File: config.mk
export PLATFORM = sky130hd
export DESIGN_NAME = mcu_scheduler
export DESIGN_NICKNAME = d
export VERILOG_FILES = /design/src/rtl/mcu_scheduler.sv
export SDC_FILE = /design/constraint.sdc
export NUM_CORES = 1
export LEC_CHECK = 0
export CAP_MARGIN = 10
export CORE_ASPECT_RATIO = 0.75
export CORE_MARGIN = 4
export CORE_UTILIZATION = 31
export CTS_BUF_LIST = sky130_fd_sc_hd__clkbuf_8
export CTS_CLUSTER_DIAMETER = 120
export DETAILED_ROUTE_END_ITERATION = 10
export DONT_BUFFER_PORTS = 1
export PLACE_DENSITY_LB_ADDON = 0.15
export SLEW_MARGIN = 20
export SYNTH_ARGS = -nofsm -noshare
export SYNTH_HDL_FRONTEND = slang
export SYNTH_SLANG_ARGS = --single-unit
File: constraint.sdc
create_clock -name clk -period 5 [get_ports clk]
set_input_delay 0.25 -clock clk [delete_from_list [all_inputs] [get_ports clk]]
set_output_delay 0.25 -clock clk [all_outputs]
set_load 0.02 [all_outputs]
File: src/rtl/mcu_scheduler.sv
// Purpose : sequences fdct_quant over a frame, one fdct_go_o per MCU, credit per camera_buf stripe.
// Latency : fdct_go_o two cycles after issue condition (credit, !afull_sync, valid dims) first holds.
// Backpr. : holds in READY while ee_afull_i (2-flop synced) is high or no stripe credit is pending.
//
// Ports:
//   clk, rstn                 core clock, async active-low reset
//   pic_width_i/pic_height_i  picture size in pixels/lines, latched on frame_start_i
//   frame_start_i             new frame pulse; restarts from any state
//   stripe_ready_i            one 8-line stripe landed in camera_buf (+1 credit)
//   ee_afull_i                entropy-encoder FIFO almost full (ee_clk domain)
//   fdct_ready_i              fdct_quant finished the current MCU
//   fdct_go_o, mb_col_o, mb_row_o, last_mb_in_row_o, last_mb_in_pic_o  MCU issue + position
//   credits_o                 stripes pending; frame_done_o, err_overrun_o status pulses
//   stall_cycles_o            afull stall counter, present only with MCU_SCHED_STATS_EN defined
module mcu_scheduler #(
  parameter int W_PW     = 11,
  parameter int W_PH     = 11,
  parameter int MB_SHIFT = 4,
  parameter int STRIPES  = 2,
  localparam int W_CR    = $clog2(STRIPES + 1)
) (
  input  logic            clk,
  input  logic            rstn,
  input  logic [W_PW:0]   pic_width_i,
  input  logic [W_PH:0]   pic_height_i,
  input  logic            frame_start_i,
  input  logic            stripe_ready_i,
  input  logic            ee_afull_i,
  input  logic            fdct_ready_i,
  output logic            fdct_go_o,
  output logic [W_PW:0]   mb_col_o,
  output logic [W_PH:0]   mb_row_o,
  output logic            last_mb_in_row_o,
  output logic            last_mb_in_pic_o,
  output logic [W_CR-1:0] credits_o,
  output logic            frame_done_o,
  output logic            err_overrun_o,
  output logic [15:0]     stall_cycles_o
);

  typedef enum logic [1:0] {IDLE, READY, GO, BUSY} state_t;

  state_t        state_q, state_d;
  logic [W_PW:0] mbs_w_q;
  logic [W_PH:0] mbs_h_q;
  logic          afull_s1, afull_sync;
  logic          rdy_acc, cred_inc, cred_dec, issue_ok;

  // ee_afull_i comes from ee_clk; a single-bit level is safe through two flops.
  always_ff @(posedge clk or negedge rstn) begin
    if (!rstn) begin
      afull_s1   <= 1'b0;
      afull_sync <= 1'b0;
    end else begin
      afull_s1   <= ee_afull_i;
      afull_sync <= afull_s1;
    end
  end

  // With zero dims the wrapped (mbs-1) is all ones, so col/row 0 never flags as last.
  assign last_mb_in_row_o = (mb_col_o == mbs_w_q - 1'b1);
  assign last_mb_in_pic_o = last_mb_in_row_o && (mb_row_o == mbs_h_q - 1'b1);

  // A frame restart wins over a completion arriving in the same cycle.
  assign rdy_acc  = (state_q == BUSY) && fdct_ready_i && !frame_start_i;
  assign cred_inc = stripe_ready_i;
  assign cred_dec = rdy_acc && last_mb_in_row_o;
  assign issue_ok = (credits_o != '0) && !afull_sync && (mbs_w_q != '0) && (mbs_h_q != '0);

  always_ff @(posedge clk or negedge rstn) begin
    if (!rstn) state_q <= IDLE;
    else       state_q <= state_d;
  end

  always_comb begin
    state_d = state_q;
    case (state_q)
      IDLE:    state_d = IDLE;
      READY:   if (issue_ok) state_d = GO;
      GO:      state_d = BUSY;
      BUSY:    if (rdy_acc) state_d = last_mb_in_pic_o ? IDLE : READY;
      default: state_d = IDLE;
    endcase
    if (frame_start_i) state_d = READY;
  end

  always_ff @(posedge clk or negedge rstn) begin
    if (!rstn) begin
      mbs_w_q       <= '0;
      mbs_h_q       <= '0;
      mb_col_o      <= '0;
      mb_row_o      <= '0;
      credits_o     <= '0;
      fdct_go_o     <= 1'b0;
      frame_done_o  <= 1'b0;
      err_overrun_o <= 1'b0;
    end else begin
      // Registered from GO so the pulse lands as the FSM enters BUSY.
      fdct_go_o     <= (state_q == GO) && !frame_start_i;
      frame_done_o  <= rdy_acc && last_mb_in_pic_o;
      err_overrun_o <= 1'b0;
      if (frame_start_i) begin
        mbs_w_q   <= pic_width_i >> MB_SHIFT;
        mbs_h_q   <= pic_height_i >> 3;
        mb_col_o  <= '0;
        mb_row_o  <= '0;
        credits_o <= cred_inc ? W_CR'(1) : '0;
      end else begin
        if (rdy_acc) begin
          if (last_mb_in_row_o) begin
            mb_col_o <= '0;
            mb_row_o <= last_mb_in_pic_o ? '0 : mb_row_o + 1'b1;
          end else begin
            mb_col_o <= mb_col_o + 1'b1;
          end
        end
        if (cred_inc && !cred_dec) begin
          if (credits_o == W_CR'(STRIPES)) err_overrun_o <= 1'b1;
          else                             credits_o     <= credits_o + W_CR'(1);
        end else if (cred_dec && !cred_inc) begin
          credits_o <= credits_o - W_CR'(1);
        end
      end
    end
  end

  // Every issued MCU consumed a credit check, so a row can never finish with none pending.
  a_no_dec_at_zero: assert property (@(posedge clk) disable iff (!rstn)
                                     !(cred_dec && !cred_inc && !frame_start_i && credits_o == '0));

`ifdef MCU_SCHED_STATS_EN
  logic [15:0] stall_q;

  always_ff @(posedge clk or negedge rstn) begin
    if (!rstn)                  stall_q <= '0;
    else if (frame_start_i)     stall_q <= '0;
    else if ((state_q == READY) && (credits_o != '0) && afull_sync && (stall_q != 16'hFFFF))
                                stall_q <= stall_q + 16'd1;
  end

  assign stall_cycles_o = stall_q;
`else
  assign stall_cycles_o = 16'd0;
`endif

endmodule
==> metrics.md <==
| Metric | Value |
|---|---|
| Post-detailed-route via-to-cell ratio | between 5 and 6 |
| Required time reported for the critical path endpoint | roughly 4800 ps |
| Maximum clock frequency | roughly 0.31 GHz |
| Area growth, synth to finish | 9.206% |
| Diodes inserted | 0 |
| Worst Max-Slew Pin Slew | 838.9 ps |
| Number of buffers on the longest clock path | 2 |
| Total count of hold-check failures in the final report | 0 |
| Total DRC errors in the routed layout | 0 |
| Core Rows | 31 |
| Dominant register cell in the synthesized netlist | sky130_fd_sc_hd__dfrtp_1 |
| Post-Synthesis Mean Instance Area | a little under 10 um^2 |
| Total via count in the routed design | roughly 2.3k |
| Async set-reset flop share out of synthesis | 100.0% |
| Number of levels the H-tree was split into | 2 |
| Final Cycle Share | between 60% and 70% |
| Placer Congestion | 0.7568 |
| First-pass GRT wire length | 13,010 um |
| Number of cells traversed by the worst hold path | 1 |
| Slowest-stage cell, CP | sky130_fd_sc_hd__nor4_1 |
| Time the final worst path needs with I/O delays and setup | between 3000 and 4000 ps |
| Largest stage delay on the critical path | a little over 600 ps |
| Power density over the cells | 300.3 nW/um^2 |
| Die boundary height | around 95 um |
| Max-slew headroom at the worst pin | approximately 44% |
| Number of maximum-capacitance constraint violations | 0 |
| Number of nets at the end of the flow | 364 |
| Status | complete, no violations |
| Cell area after technology mapping | 3153 um^2 |
| Starting DRC count in detailed routing | 84 |
| Post-route setup TNS | 0 ps |
| Number of gates resized after CTS | 0 |
| Most frequent CP cell | sky130_fd_sc_hd__nor4_1 |
| Clock tree sinks | 50 |
| Worst min-delay path class | primary input to flop |
| Buffers added on ports | 0 |
| Setup repair after global routing missed its margin | false |
| Maximum number of pins on one net before global-route repair | 51 |
| Clock tree root driver cell | sky130_fd_sc_hd__clkbuf_8 |
| Horizontal die dimension | around 120 um |
| List of cells traversed by the critical path | nor4_1 -> or3b_2 -> xnor2_1 -> nor4_1 -> nand3_1 -> nor4b_1 -> buf_4 |
| Clk_lat worst skew | 320 ps |
| Clock tree from TritonCTS | built |
| Cell Count Post-Placement | roughly 450 |
| Fraction of final layout cells sized beyond drive strength 1 | about an eighth |
| Number of enable-type register cells in the synthesized netlist | 0 |
| Number of antenna violations at the first check in global routing | 0 |
| Starting utilization of the core area | approximately 32% |
| Number of slew-limit violations in the final report | 0 |
| Worst endpoint data arrival time | 2990 ps |
| Warning count from the yosys run | 0 |
| Number of distinct library cells after synthesis | 56 |
| Register-to-Register Path Depth | 9 |
| Register bit count reported by yosys | 50 |
| Count of boundary I/O pins | 77 |
| Kind of capture point of the worst setup path | output port |
| Clock-pin slew reported for the worst setup and hold paths after clock tree synthesis | 90 ps |
| Peak supply drop | between 0.0001 and 0.00015 V |
| Final antenna-violating net count | 0 |
| Non-Filler Instances | 460 |
| Area of the placeable core | between 9000 and 10,000 um^2 |
| CP startpoint kind | flop |
| Static power due to leakage | 1.471 nW |
| Proportion of synthesized chip area in sequential cells | 39.68% |
| Die footprint | approximately 12,000 um^2 |
| Routed wire length per instance | 17.18 um |
| TritonRoute pass-1 iters | 4 |
| Estimated wirelength of the detail-placed design | ~5700 um |
| Count of final setup violators | 0 |
| CTS Buf Count | 5 |
| Fill cells | around 1k |
| Worst-path maximum fanout | 6 |
| Start-to-end type of the worst setup path | flop to output port |
| Synthesized instance count | roughly 320 |
| GR Util All Layers | between 10% and 20% |
| Via count of the first global-routing pass | around 2.3k |
| Clock Skews | 15.74 ps |
| Final wirelength | 7904 um |
| GRT Residual Overflow | 0 |
## critical path, delay by kind of cell (launching register included)
family	cells	cell delay [ps]
xor gates and xnor gates	1	130
buffers and inverters	1	210
DFF	1	450
and+or+nand+nor	5	1890
## sequential cells by signal (all words and copies together) (netlist names)
name           count
afull_s1           1
afull_sync         1
credits_o          2
err_overrun_o      1
fdct_go_o          1
frame_done_o       1
mb_col_o          12
mb_row_o          12
mbs_h_q            9
mbs_w_q            8
state_q            2
## synthesized netlist by cell type, drive strengths merged, types with 8 or more instances
library cell / number / share of area [%]
dfrtp: 50 / 40
nor2: 25 / 3.0
o21ai: 25 / 4.3
xor2: 20 / 5.6
buf: 17 / 3.9
nand2: 17 / 2.1
xnor2: 15 / 4.2
mux2: 13 / 4.6
nand3: 12 / 1.9
and3: 11 / 2.2
inv: 10 / 1.2
a21o: 8 / 1.9
clkbuf: 8 / 0.95
## layer usage
metal | routed length [um] | GRT usage, % | vias to the layer above
li1 | - | - | 1144
met1 | 4223 | 20.88 | 1108
met2 | 3114 | 19.11 | 50
met3 | 476 | 3.975 | 8
met4 | 90 | 3.650 | 0
met5 | 0 | 0 | -
## path summary, 6_finish.rpt
| check | slack (ps) | endpoint | start |
|---|---|---|---|
| min in group asynchronous | 430 | mb_row_o[8]$_DFFE_PN0P_ | rstn |
| max reg2reg | 1840 | mb_row_o[11]$_DFFE_PN0P_ | mbs_w_q[0]$_DFFE_PN0P_ |
| min | 30 | mbs_h_q[1]$_DFFE_PN0P_ | frame_start_i |
| max | 1760 | last_mb_in_pic_o | mbs_h_q[3]$_DFFE_PN0P_ |
| max in group asynchronous | 4300 | frame_done_o$_DFF_PN0_ | rstn |
| min reg2reg | 360 | afull_sync$_DFF_PN0_ | afull_s1$_DFF_PN0_ |
## power by group
group          leakage, nW  switching, mW  total [mW]  internal (mW)
clock               0.0714          0.150       0.364          0.214
combinational        0.751          0.110       0.185         0.0749
sequential           0.649         0.0523       0.485          0.433
## cells by family (layout without fill, tap and decap cells)
family / after synthesis / after routing / share of synthesized area, %
AO/OA/AOI/OAI: 69 / 69 / 16.63
multiplexers: 16 / 16 / 5.595
buffers and inverters: 35 / 25 / 6.072
XOR/XNOR: 35 / 35 / 9.722
AND/OR/NAND/NOR: 110 / 110 / 19.41
adder cells (fa/ha/maj): 7 / 7 / 2.778
flip-flops: 50 / 50 / 39.68
other: 1 / 16 / 0.1189
## final cells by class
cell class | count | area [um^2] | area share (%)
sequential | 50 | 1251 | 36.34
timing repair buffer | 7 | 80.08 | 2.326
clock inverter | 2 | 60.06 | 1.744
clock buffer | 6 | 82.58 | 2.398
tap | 132 | 165.2 | 4.797
multi-input combinational | 253 | 1767 | 51.31
inverter | 10 | 37.54 | 1.090
## through the flow
stage / setup slack [ps] / total power [mW] / hold WS (ps) / cell area [um^2] / util, %
floorplan: 2021 / 0.6392 / -45.59 / 3209 / -
global placement: 1818 / 0.6617 / -44.22 / 3243 / 33.18
detailed placement: 1815 / 0.6654 / -44.06 / 3243 / 33.18
CTS: 1725 / 1.050 / 13.61 / 3443 / 35.23
global route: 1405 / 1.097 / 3.367 / 3443 / 35.23
finish: 1756 / 1.034 / 29.25 / 3443 / 35.23
## timing repair
item	4_1_cts	5_1_grt
buffers inserted	0	0
hold buffers	4	0
endpoints found under the hold margin	56	0
endpoints found under the setup margin	0	0
## cell usage in the layout, fill, tap and decap left out, drive strengths merged, types with 7 or more instances in the layout
master | netlist | final
xnor2 | 15 | 15
xor2 | 20 | 20
ha | 7 | 7
o21ai | 25 | 25
conb | 1 | 16
nor3 | 7 | 7
nor2 | 25 | 25
dfrtp | 50 | 50
a21o | 8 | 8
mux2 | 13 | 13
inv | 10 | 10
nor3b | 7 | 7
and3 | 11 | 11
nand3 | 12 | 12
nand2 | 17 | 17
(Power assumes the default switching activity.)
